$ cat config.mk
export PLATFORM = sky130hd
export DESIGN_NAME = ram_copy_engine
export DESIGN_NICKNAME = d
export VERILOG_FILES = /design/src/rtl/ram_copy_pkg.sv /design/src/rtl/ram_copy_addr_gen.sv /design/src/rtl/ram_copy_engine.sv
export SDC_FILE = /design/constraint.sdc
export NUM_CORES = 1
export LEC_CHECK = 0
export BUFFER_PORTS_ARGS = -buffer_cell sky130_fd_sc_hd__buf_4
export CELL_PAD_IN_SITES_DETAIL_PLACEMENT = 1
export CELL_PAD_IN_SITES_GLOBAL_PLACEMENT = 1
export CORE_MARGIN = 4
export CORE_UTILIZATION = 37
export CTS_CLUSTER_DIAMETER = 30
export DETAILED_ROUTE_END_ITERATION = 12
export HOLD_SLACK_MARGIN = 0.05
export PLACE_DENSITY = 0.87
export SLEW_MARGIN = 5
export SYNTH_ARGS = -nofsm -noshare
export SYNTH_HDL_FRONTEND = slang
export SYNTH_HIERARCHICAL = 1
export SYNTH_SLANG_ARGS = --single-unit
$ cat constraint.sdc
create_clock -name clk -period 4.3 [get_ports clk]
set_clock_uncertainty 0.05 [all_clocks]
set_input_delay 0.86 -clock clk [delete_from_list [all_inputs] [get_ports clk]]
set_output_delay 0.86 -clock clk [all_outputs]
set_load 0.01 [all_outputs]
$ cat src/rtl/ram_copy_pkg.sv
// Shared types and request classification for the RAM block-copy engine.
// The classifier decides copy direction so that no source word is read after it is overwritten.
package ram_copy_pkg;

  typedef enum logic [1:0] {IDLE, RUN, DONE} copy_state_t;

  typedef enum logic {ASC, DESC} copy_dir_t;

  typedef struct packed {
    copy_dir_t dir;
    logic      err;
  } copy_class_t;

  // d is the forward distance from source to destination, taken modulo the RAM size n.
  function automatic copy_class_t classify(input int unsigned src, input int unsigned dst,
                                           input int unsigned len, input int unsigned n);
    int unsigned d;
    copy_class_t c;
    d     = (dst - src) & (n - 1);
    c.dir = ASC;
    c.err = 1'b0;
    if (len > n) begin
      c.err = 1'b1;
    end else if (len != 0) begin
      if (d != 0 && d < len && (n - d) < len) begin
        c.err = 1'b1;
      end else if (d >= 1 && d <= len - 1) begin
        c.dir = DESC;
      end
    end
    return c;
  endfunction

endpackage

$ cat src/rtl/ram_copy_addr_gen.sv
// Loadable wrapping up/down address counter with a word budget; tc flags the final step.
module ram_copy_addr_gen
  import ram_copy_pkg::*;
#(
  parameter int ADDR_WIDTH = 4
) (
  input  logic                  clk,
  input  logic                  rst,
  input  logic                  load,
  input  logic [ADDR_WIDTH-1:0] load_addr,
  input  logic [ADDR_WIDTH:0]   load_count,
  input  copy_dir_t             load_dir,
  input  logic                  step,
  output logic [ADDR_WIDTH-1:0] addr,
  output logic                  tc
);

  logic [ADDR_WIDTH:0] count;
  copy_dir_t           dir;

  assign tc = step && (count == (ADDR_WIDTH+1)'(1));

  always_ff @(posedge clk) begin
    if (rst) begin
      addr  <= '0;
      count <= '0;
      dir   <= ASC;
    end else if (load) begin
      addr  <= load_addr;
      count <= load_count;
      dir   <= load_dir;
    end else if (step && count != '0) begin
      addr  <= (dir == DESC) ? addr - ADDR_WIDTH'(1) : addr + ADDR_WIDTH'(1);
      count <= count - (ADDR_WIDTH+1)'(1);
    end
  end

endmodule

$ cat src/rtl/ram_copy_engine.sv
// memmove-style block copy inside a dual-port RAM: port A reads, port B writes, one word per cycle.
// The write side trails the read side by exactly the RAM's one-cycle read latency.
module ram_copy_engine
  import ram_copy_pkg::*;
#(
  parameter int DATA_WIDTH = 8,
  parameter int ADDR_WIDTH = 4
) (
  input  logic                  clk,
  input  logic                  rst,
  input  logic                  start,
  input  logic [ADDR_WIDTH-1:0] src_addr,
  input  logic [ADDR_WIDTH-1:0] dst_addr,
  input  logic [ADDR_WIDTH:0]   length,
  output logic                  busy,
  output logic                  done,
  output logic                  err,
  output logic                  ram_we_a,
  output logic [ADDR_WIDTH-1:0] ram_addr_a,
  output logic [DATA_WIDTH-1:0] ram_din_a,
  input  logic [DATA_WIDTH-1:0] ram_dout_a,
  output logic                  ram_we_b,
  output logic [ADDR_WIDTH-1:0] ram_addr_b,
  output logic [DATA_WIDTH-1:0] ram_din_b
);

  localparam int unsigned N = 1 << ADDR_WIDTH;

  copy_state_t           state, next_state;
  copy_class_t           cls;
  logic                  accept, load, empty_req;
  logic                  reading, rd_valid_q, err_q;
  logic                  rd_tc, wr_tc, write_now;
  logic [ADDR_WIDTH-1:0] len_lo, rd_start, wr_start;

  assign cls       = classify(32'(src_addr), 32'(dst_addr), 32'(length), N);
  assign empty_req = (length == '0);
  assign accept    = (state == IDLE) && start;
  assign load      = accept && !empty_req && !cls.err;
  assign len_lo    = length[ADDR_WIDTH-1:0];

  // Descending copies begin at the last word of each region.
  assign rd_start = (cls.dir == DESC) ? src_addr + len_lo - ADDR_WIDTH'(1) : src_addr;
  assign wr_start = (cls.dir == DESC) ? dst_addr + len_lo - ADDR_WIDTH'(1) : dst_addr;

  always_ff @(posedge clk) begin
    if (rst) state <= IDLE;
    else     state <= next_state;
  end

  always_comb begin
    next_state = state;
    case (state)
      IDLE:    if (accept) next_state = load ? RUN : DONE;
      RUN:     if (wr_tc) next_state = DONE;
      DONE:    next_state = IDLE;
      default: next_state = IDLE;
    endcase
  end

  always_comb begin
    busy       = (state == RUN);
    done       = (state == DONE);
    err        = (state == DONE) && err_q;
    write_now  = (state == RUN) && rd_valid_q;
    ram_we_b   = write_now;
    ram_din_b  = write_now ? ram_dout_a : '0;
    ram_we_a   = 1'b0;
    ram_din_a  = '0;
  end

  // rd_valid_q marks that last cycle's read data is now on ram_dout_a.
  always_ff @(posedge clk) begin
    if (rst) begin
      reading    <= 1'b0;
      rd_valid_q <= 1'b0;
      err_q      <= 1'b0;
    end else begin
      rd_valid_q <= reading;
      if (accept) err_q <= cls.err;
      if (load)       reading <= 1'b1;
      else if (rd_tc) reading <= 1'b0;
    end
  end

  ram_copy_addr_gen #(.ADDR_WIDTH(ADDR_WIDTH)) u_rd_gen (
    .clk        (clk),
    .rst        (rst),
    .load       (load),
    .load_addr  (rd_start),
    .load_count (length),
    .load_dir   (cls.dir),
    .step       (reading),
    .addr       (ram_addr_a),
    .tc         (rd_tc)
  );

  ram_copy_addr_gen #(.ADDR_WIDTH(ADDR_WIDTH)) u_wr_gen (
    .clk        (clk),
    .rst        (rst),
    .load       (load),
    .load_addr  (wr_start),
    .load_count (length),
    .load_dir   (cls.dir),
    .step       (write_now),
    .addr       (ram_addr_b),
    .tc         (wr_tc)
  );

endmodule

==> results_dict.tcl, run 1 <==
set metrics [dict create \
    outcome "finished, final reports clean" \
    die_x_um 88.7 \
    finalSetupViolations 0 \
    ys_seq_elements 25 \
    drive_gt1_frac 0.197 \
    grt_max_degree 26 \
    fillCellCount 767 \
    worstReg2RegStart "state[0]" \
    insertion_delay_ns 0.27 \
    cts_tree "built" \
    path_buf_inv 4 \
    finalNetCount 390 \
    netlist.area_leader.share 0.207 \
    multi_input_area_um2 1680 \
    arrival_ns 4.13 \
    grt_remaining_overflow 0 \
    required_ns 4.44 \
    reg2reg_to "u_wr_gen/addr[3]" \
    clk_pin_slew_ns 0.09 \
    drt_iter0_markers 45 \
    ios 53 \
    grt_pass1_wl_um 10600 \
    firstDrtPassIters 4 \
    cts_buffer_depth 2 \
    htreeDepth 1 \
    syn_area_um2 2410 \
    finalCritPeriodShare 0.927 \
    dieArea_um2 7880 \
    clkSinkCount 25 \
    cp-startpoint "dst_addr[0]" \
    criticalPathCategory "input port to flop" \
    initial_core_util 0.380 \
    hold_path_startpoint "state[1]" \
    syn2layout_area_growth_pct 17.1 \
    totalWireLength_um 6390 \
    hold_violations 0 \
    power_leakage_nw 1.27 \
    max_freq_mhz 251 \
    syn_avg_cell_area_um2 8.46 \
    netlist_instances 285 \
    place_inst 398 \
    grt_usage 0.169 \
    synth_top_area_cell "dfxtp_1" \
    path_delay_family "adder cells" \
    die_h_um 88.7 \
    synth_edf_count 0 \
    worstRegToRegCells 5 \
    register_area_um2 500 \
    place_congestion 0.871 \
    dp_hpwl_um 5300 \
    viasPerCell 5.35 \
    period_minus_slack_ns 3.99 \
    synth_ff_type "dfxtp_1" \
    slew_headroom 0.632 \
    diodes 0 \
    hold_path_depth 1 \
    clockRootBuffer "clkbuf_8" \
    crit_path_start_kind "input port" \
    grt_pass1_vias 2299 \
    antenna_found_initial 0 \
    cp_slowest_stage_delay_ns 0.54 \
    rsz0062_at_grt "no" \
    hold_class "flop to flop" \
    yosysWarningCount 6 \
    drc 0 \
    critPathMaxFanout 7 \
    cap_violations 0 \
    worstHoldEndpoint "state[1]" \
    synthArstFlopShare 0 \
    slowest_stage "fa_1" \
    final_cell_count_no_fill 402 \
    io_buffer_count 43 \
    path_cells "buf_4, inv_1, ha_1, inv_1, fa_1, inv_1, ha_1, xor2_1, ha_1, o211ai_1, o21ai_0, a311o_2, nand3_2, mux2i_1, nor2_1, a211oi_1" \
    worst_pin_slew_ns 0.551 \
    power_mw 0.816 \
    core_um2 6350 \
    ant_nets 0 \
    drv_slew 0 \
    seq_area_frac_synth 0.207 \
    end_kind "flop" \
    wl_per_cell_um 15.9 \
    synth_cell_types 47 \
    peakVddDrop_mv 0.143 \
    synth_area_leaders "dfxtp_1, ha_1, xnor2_1" \
    cts_setup_buffers 0 \
    row_count 29 \
    r2r_setup_slack_ns 2.11 \
    vias 2149 \
    power_density_nw_per_um2 289 \
    setup-tns-final_ns 0 \
    cts_inserted_buffers 3 \
]
[worst reg2reg max path: stages (launching register included)]
cell and delay, ns:
dfxtp_1 0.40, nor2b_1 0.49, and2_1 0.40, nand2_1 0.11
or4_1 0.51, a31oi_1 0.16
[report_power, final]
group          internal, mW  switching (mW)  total (mW)
logic                 0.174           0.210       0.384
clock network        0.0656          0.0780       0.144
registers             0.258          0.0302       0.288
[state kept, by name, indices dropped and copies added (netlist names), 2 cells and up]
name / count
u_rd_gen/count: 5
u_rd_gen/addr: 4
u_wr_gen/count: 5
state: 2
u_wr_gen/addr: 4
[worst max-delay path by stage]
stage                   endpoint  slack [ns]  cells past startpoint
6_report        u_wr_gen/addr[0]        0.31                     16
5_1_grt         u_rd_gen/addr[0]        0.07                     17
4_1_cts         u_rd_gen/addr[0]        0.17                     17
3_5_place_dp    u_rd_gen/addr[0]       -0.06                     17
3_3_place_gp    u_rd_gen/addr[2]        0.11                     17
2_1_floorplan  u_rd_gen/count[0]        0.23                     18
[metal layers]
| layer | vias up | part of all wire | GRT usage |
|---|---|---|---|
| li1 | 1045 | - | - |
| met1 | 1035 | 0.41 | 0.201 |
| met2 | 57 | 0.51 | 0.308 |
| met3 | 12 | 0.062 | 0.0270 |
| met4 | 0 | 0.018 | 0.0549 |
| met5 | - | 0 | 0 |
[Yosys cell counts, drive strengths merged, types with 7 or more instances]
master and count:
a211oi 12, a21oi 15, and3 10, buf 13
dfxtp 25, ha 35, inv 39, mux2i 9
nand2 10, nand3 9, nor2 17, o211ai 7
xnor2 20
[layout make-up]
| class | count | share of cell area |
|---|---|---|
| multi-input combinational | 210 | 0.593 |
| sequential | 25 | 0.177 |
| timing repair buffer | 46 | 0.122 |
| inverter | 40 | 0.0558 |
| tap | 77 | 0.0341 |
| clock buffer | 3 | 0.0146 |
| clock inverter | 1 | 0.00266 |
[cells in the final DEF (no fill, tap or decap), drive strengths merged, types with 9 or more instances in the layout]
cell type / netlist / layout
xnor2: 20 / 20
buf: 13 / 46
and3: 10 / 10
nor2: 17 / 17
mux2i: 9 / 9
dfxtp: 25 / 25
a211oi: 12 / 12
nand3: 9 / 9
conb: 1 / 9
ha: 35 / 35
inv: 39 / 37
nand2: 10 / 10
a21oi: 15 / 15
[cells by family (layout without fill, tap and decap cells)]
kind of cell / count (synthesis) / after routing / synth area share
AO/OA/AOI/OAI: 52 / 52 / 0.150
XOR/XNOR: 24 / 24 / 0.0871
buffers and inverters: 58 / 90 / 0.110
AND/OR/NAND/NOR: 73 / 73 / 0.169
flip-flops: 25 / 25 / 0.207
adder cells (fa/ha/maj): 41 / 41 / 0.228
multiplexers: 11 / 11 / 0.0467
other: 1 / 9 / 0.00155
[repair_timing]
| action | CTS | global route |
|---|---|---|
| hold buffers | 0 | 0 |
| setup endpoints to repair | 0 | 13 |
| endpoints found under the hold margin | 0 | 0 |
| resized for setup | 0 | 3 |
[through the flow]
stage,worst slack (ns),util,cell area (um2),hold WS (ns)
final,0.312,0.445,2820,0.426
after global routing,0.0744,0.445,2820,0.456
after CTS,0.169,0.444,2820,0.427
after detailed placement,-0.0603,0.436,2770,0.413
after global placement,0.111,0.436,2770,0.409
after floorplan,0.234,-,2440,0.387
Note: power is estimated with default switching activity, not from simulation.
==> run 2, diff against run 1 <==
PLACE_DENSITY = 0.81   (was 0.87)
==> run 2 against run 1 <==
  * Register-to-register slack got worse by 0.05 ns
  * Combinational power decreased by 3%
  * Cell count is the same
  * Largest power group unchanged
  * Worst hold slack gained 0.0018 ns
  * Worst setup slack improved by 0.0028 ns
  * Power shrank 1.1%
  * Global-route usage fell by 1.2 points
  * Flip-flop and latch count stayed put
  * Die area stayed put
  * Critical path depth rose by 1
  * Wire length shrank 5.8%
  * Via count is 1.6% lower
==> results_dict.tcl, run 2 (synthesized netlist as in run 1, its figures left out) <==
set metrics [dict create \
    io_buffer_count 43 \
    finalNetCount 390 \
    power_density_nw_per_um2 287 \
    power_leakage_nw 1.28 \
    slew_headroom 0.611 \
    critPathMaxFanout 13 \
    vias 2115 \
    worstRegToRegCells 5 \
    setup-tns-final_ns 0 \
    place_congestion 0.832 \
    peakVddDrop_mv 0.147 \
    die_h_um 88.7 \
    required_ns 4.43 \
    cts-resized-gates 0 \
    hold_class "flop to flop" \
    cts_buffer_depth 2 \
    drt_iter0_markers 94 \
    htreeDepth 1 \
    cts_setup_buffers 0 \
    dieArea_um2 7880 \
    hold_path_depth 1 \
    syn2layout_area_growth_pct 16.6 \
    antenna_found_initial 0 \
    top_regs "u_rd_gen/count x5, u_wr_gen/count x5" \
    ios 53 \
    most-common-layout-cells "buf_4, inv_1, ha_1" \
    dp_hpwl_um 4970 \
    arrival_ns 4.12 \
    row_count 29 \
    core_um2 6350 \
    rsz0062_at_grt "no" \
    die_x_um 88.7 \
    drive_gt1_frac 0.188 \
    totalWireLength_um 6020 \
    cts_inserted_buffers 3 \
    viasPerCell 5.26 \
    outcome "finished, final reports clean" \
    max_freq_mhz 251 \
    finalCritPeriodShare 0.927 \
    finalSetupViolations 0 \
    cap_violations 0 \
    layout_commonest_cell "buf_4" \
    grt_usage 0.157 \
    finish.instance_area_um2 2810 \
    end_kind "flop" \
    dpl_cell_area_um2 2770 \
    hold_violations 0 \
    final_cell_count_no_fill 402 \
    clockRootBuffer "clkbuf_8" \
    criticalPathCategory "input port to flop" \
    initial_core_util 0.380 \
    period_minus_slack_ns 3.99 \
    wl_per_cell_um 15.0 \
    cts.hold.buffers_added 0 \
    grt_pass1_wl_um 9920 \
    drc 0 \
    drv_slew 0 \
    crit_path_start_kind "input port" \
    clk_pin_slew_ns 0.10 \
    clkSinkCount 25 \
    firstDrtPassIters 4 \
    cts_tree "built" \
    detailedPlace.worstSlack_ns 0.0267 \
    diodes 0 \
    grt_pass1_vias 2071 \
    place_inst 398 \
    worst_pin_slew_ns 0.582 \
    ant_nets 0 \
    grt_max_degree 26 \
    setup_slack_ns 0.315 \
    insertion_delay_ns 0.28 \
    grt_remaining_overflow 0 \
]
-- run 2: cell type report --
class / instances / area (um2)
Fill cell: 783 / 3540
Clock buffer: 3 / 41.3
Sequential cell: 25 / 500
Multi-Input combinational cell: 210 / 1680
Inverter: 40 / 150
Tap cell: 77 / 96.3
Timing Repair Buffer: 46 / 345
Clock inverter: 1 / 5.00
-- run 2: power by group --
group          total [mW]  switching, mW  leakage (nW)  internal, mW
Sequential          0.288         0.0294         0.204         0.258
Clock               0.145         0.0804        0.0255        0.0650
Combinational       0.374          0.203          1.05         0.171
-- run 2: layer usage --
metal,vias up,share of wire,track usage
met5,-,0,0
met4,0,0.011,0.0412
met3,5,0.054,0.0186
met2,47,0.48,0.269
met1,1020,0.46,0.210
li1,1043,-,-
-- run 2: worst max-delay path, stage by stage --
cell and delay, ns:
buf_4 0.11, inv_1 0.08, ha_1 0.15, inv_1 0.06
fa_1 0.54, inv_1 0.11, ha_1 0.23, xor2_1 0.17
ha_1 0.20, a211oi_1 0.22, o21ai_0 0.11, a311o_2 0.37
nand3_1 0.17, inv_1 0.10, inv_1 0.31, nor2_1 0.10
a211oi_1 0.24
-- run 2: path summary, 6_finish.rpt --
kind          startpoint          endpoint  slack, ns
min reg2reg     state[1]          state[1]       0.43
min             state[1]          state[1]       0.43
max reg2reg     state[0]  u_wr_gen/addr[3]       2.06
max          dst_addr[0]  u_wr_gen/addr[2]       0.31
-- run 2: stage by stage --
step,power (mW),hold WS (ns),utilization
floorplan,0.555,0.387,-
global placement,0.650,0.409,0.436
detailed placement,0.668,0.412,0.436
CTS,0.814,0.426,0.443
global route,0.873,0.450,0.443
finish,0.807,0.427,0.443
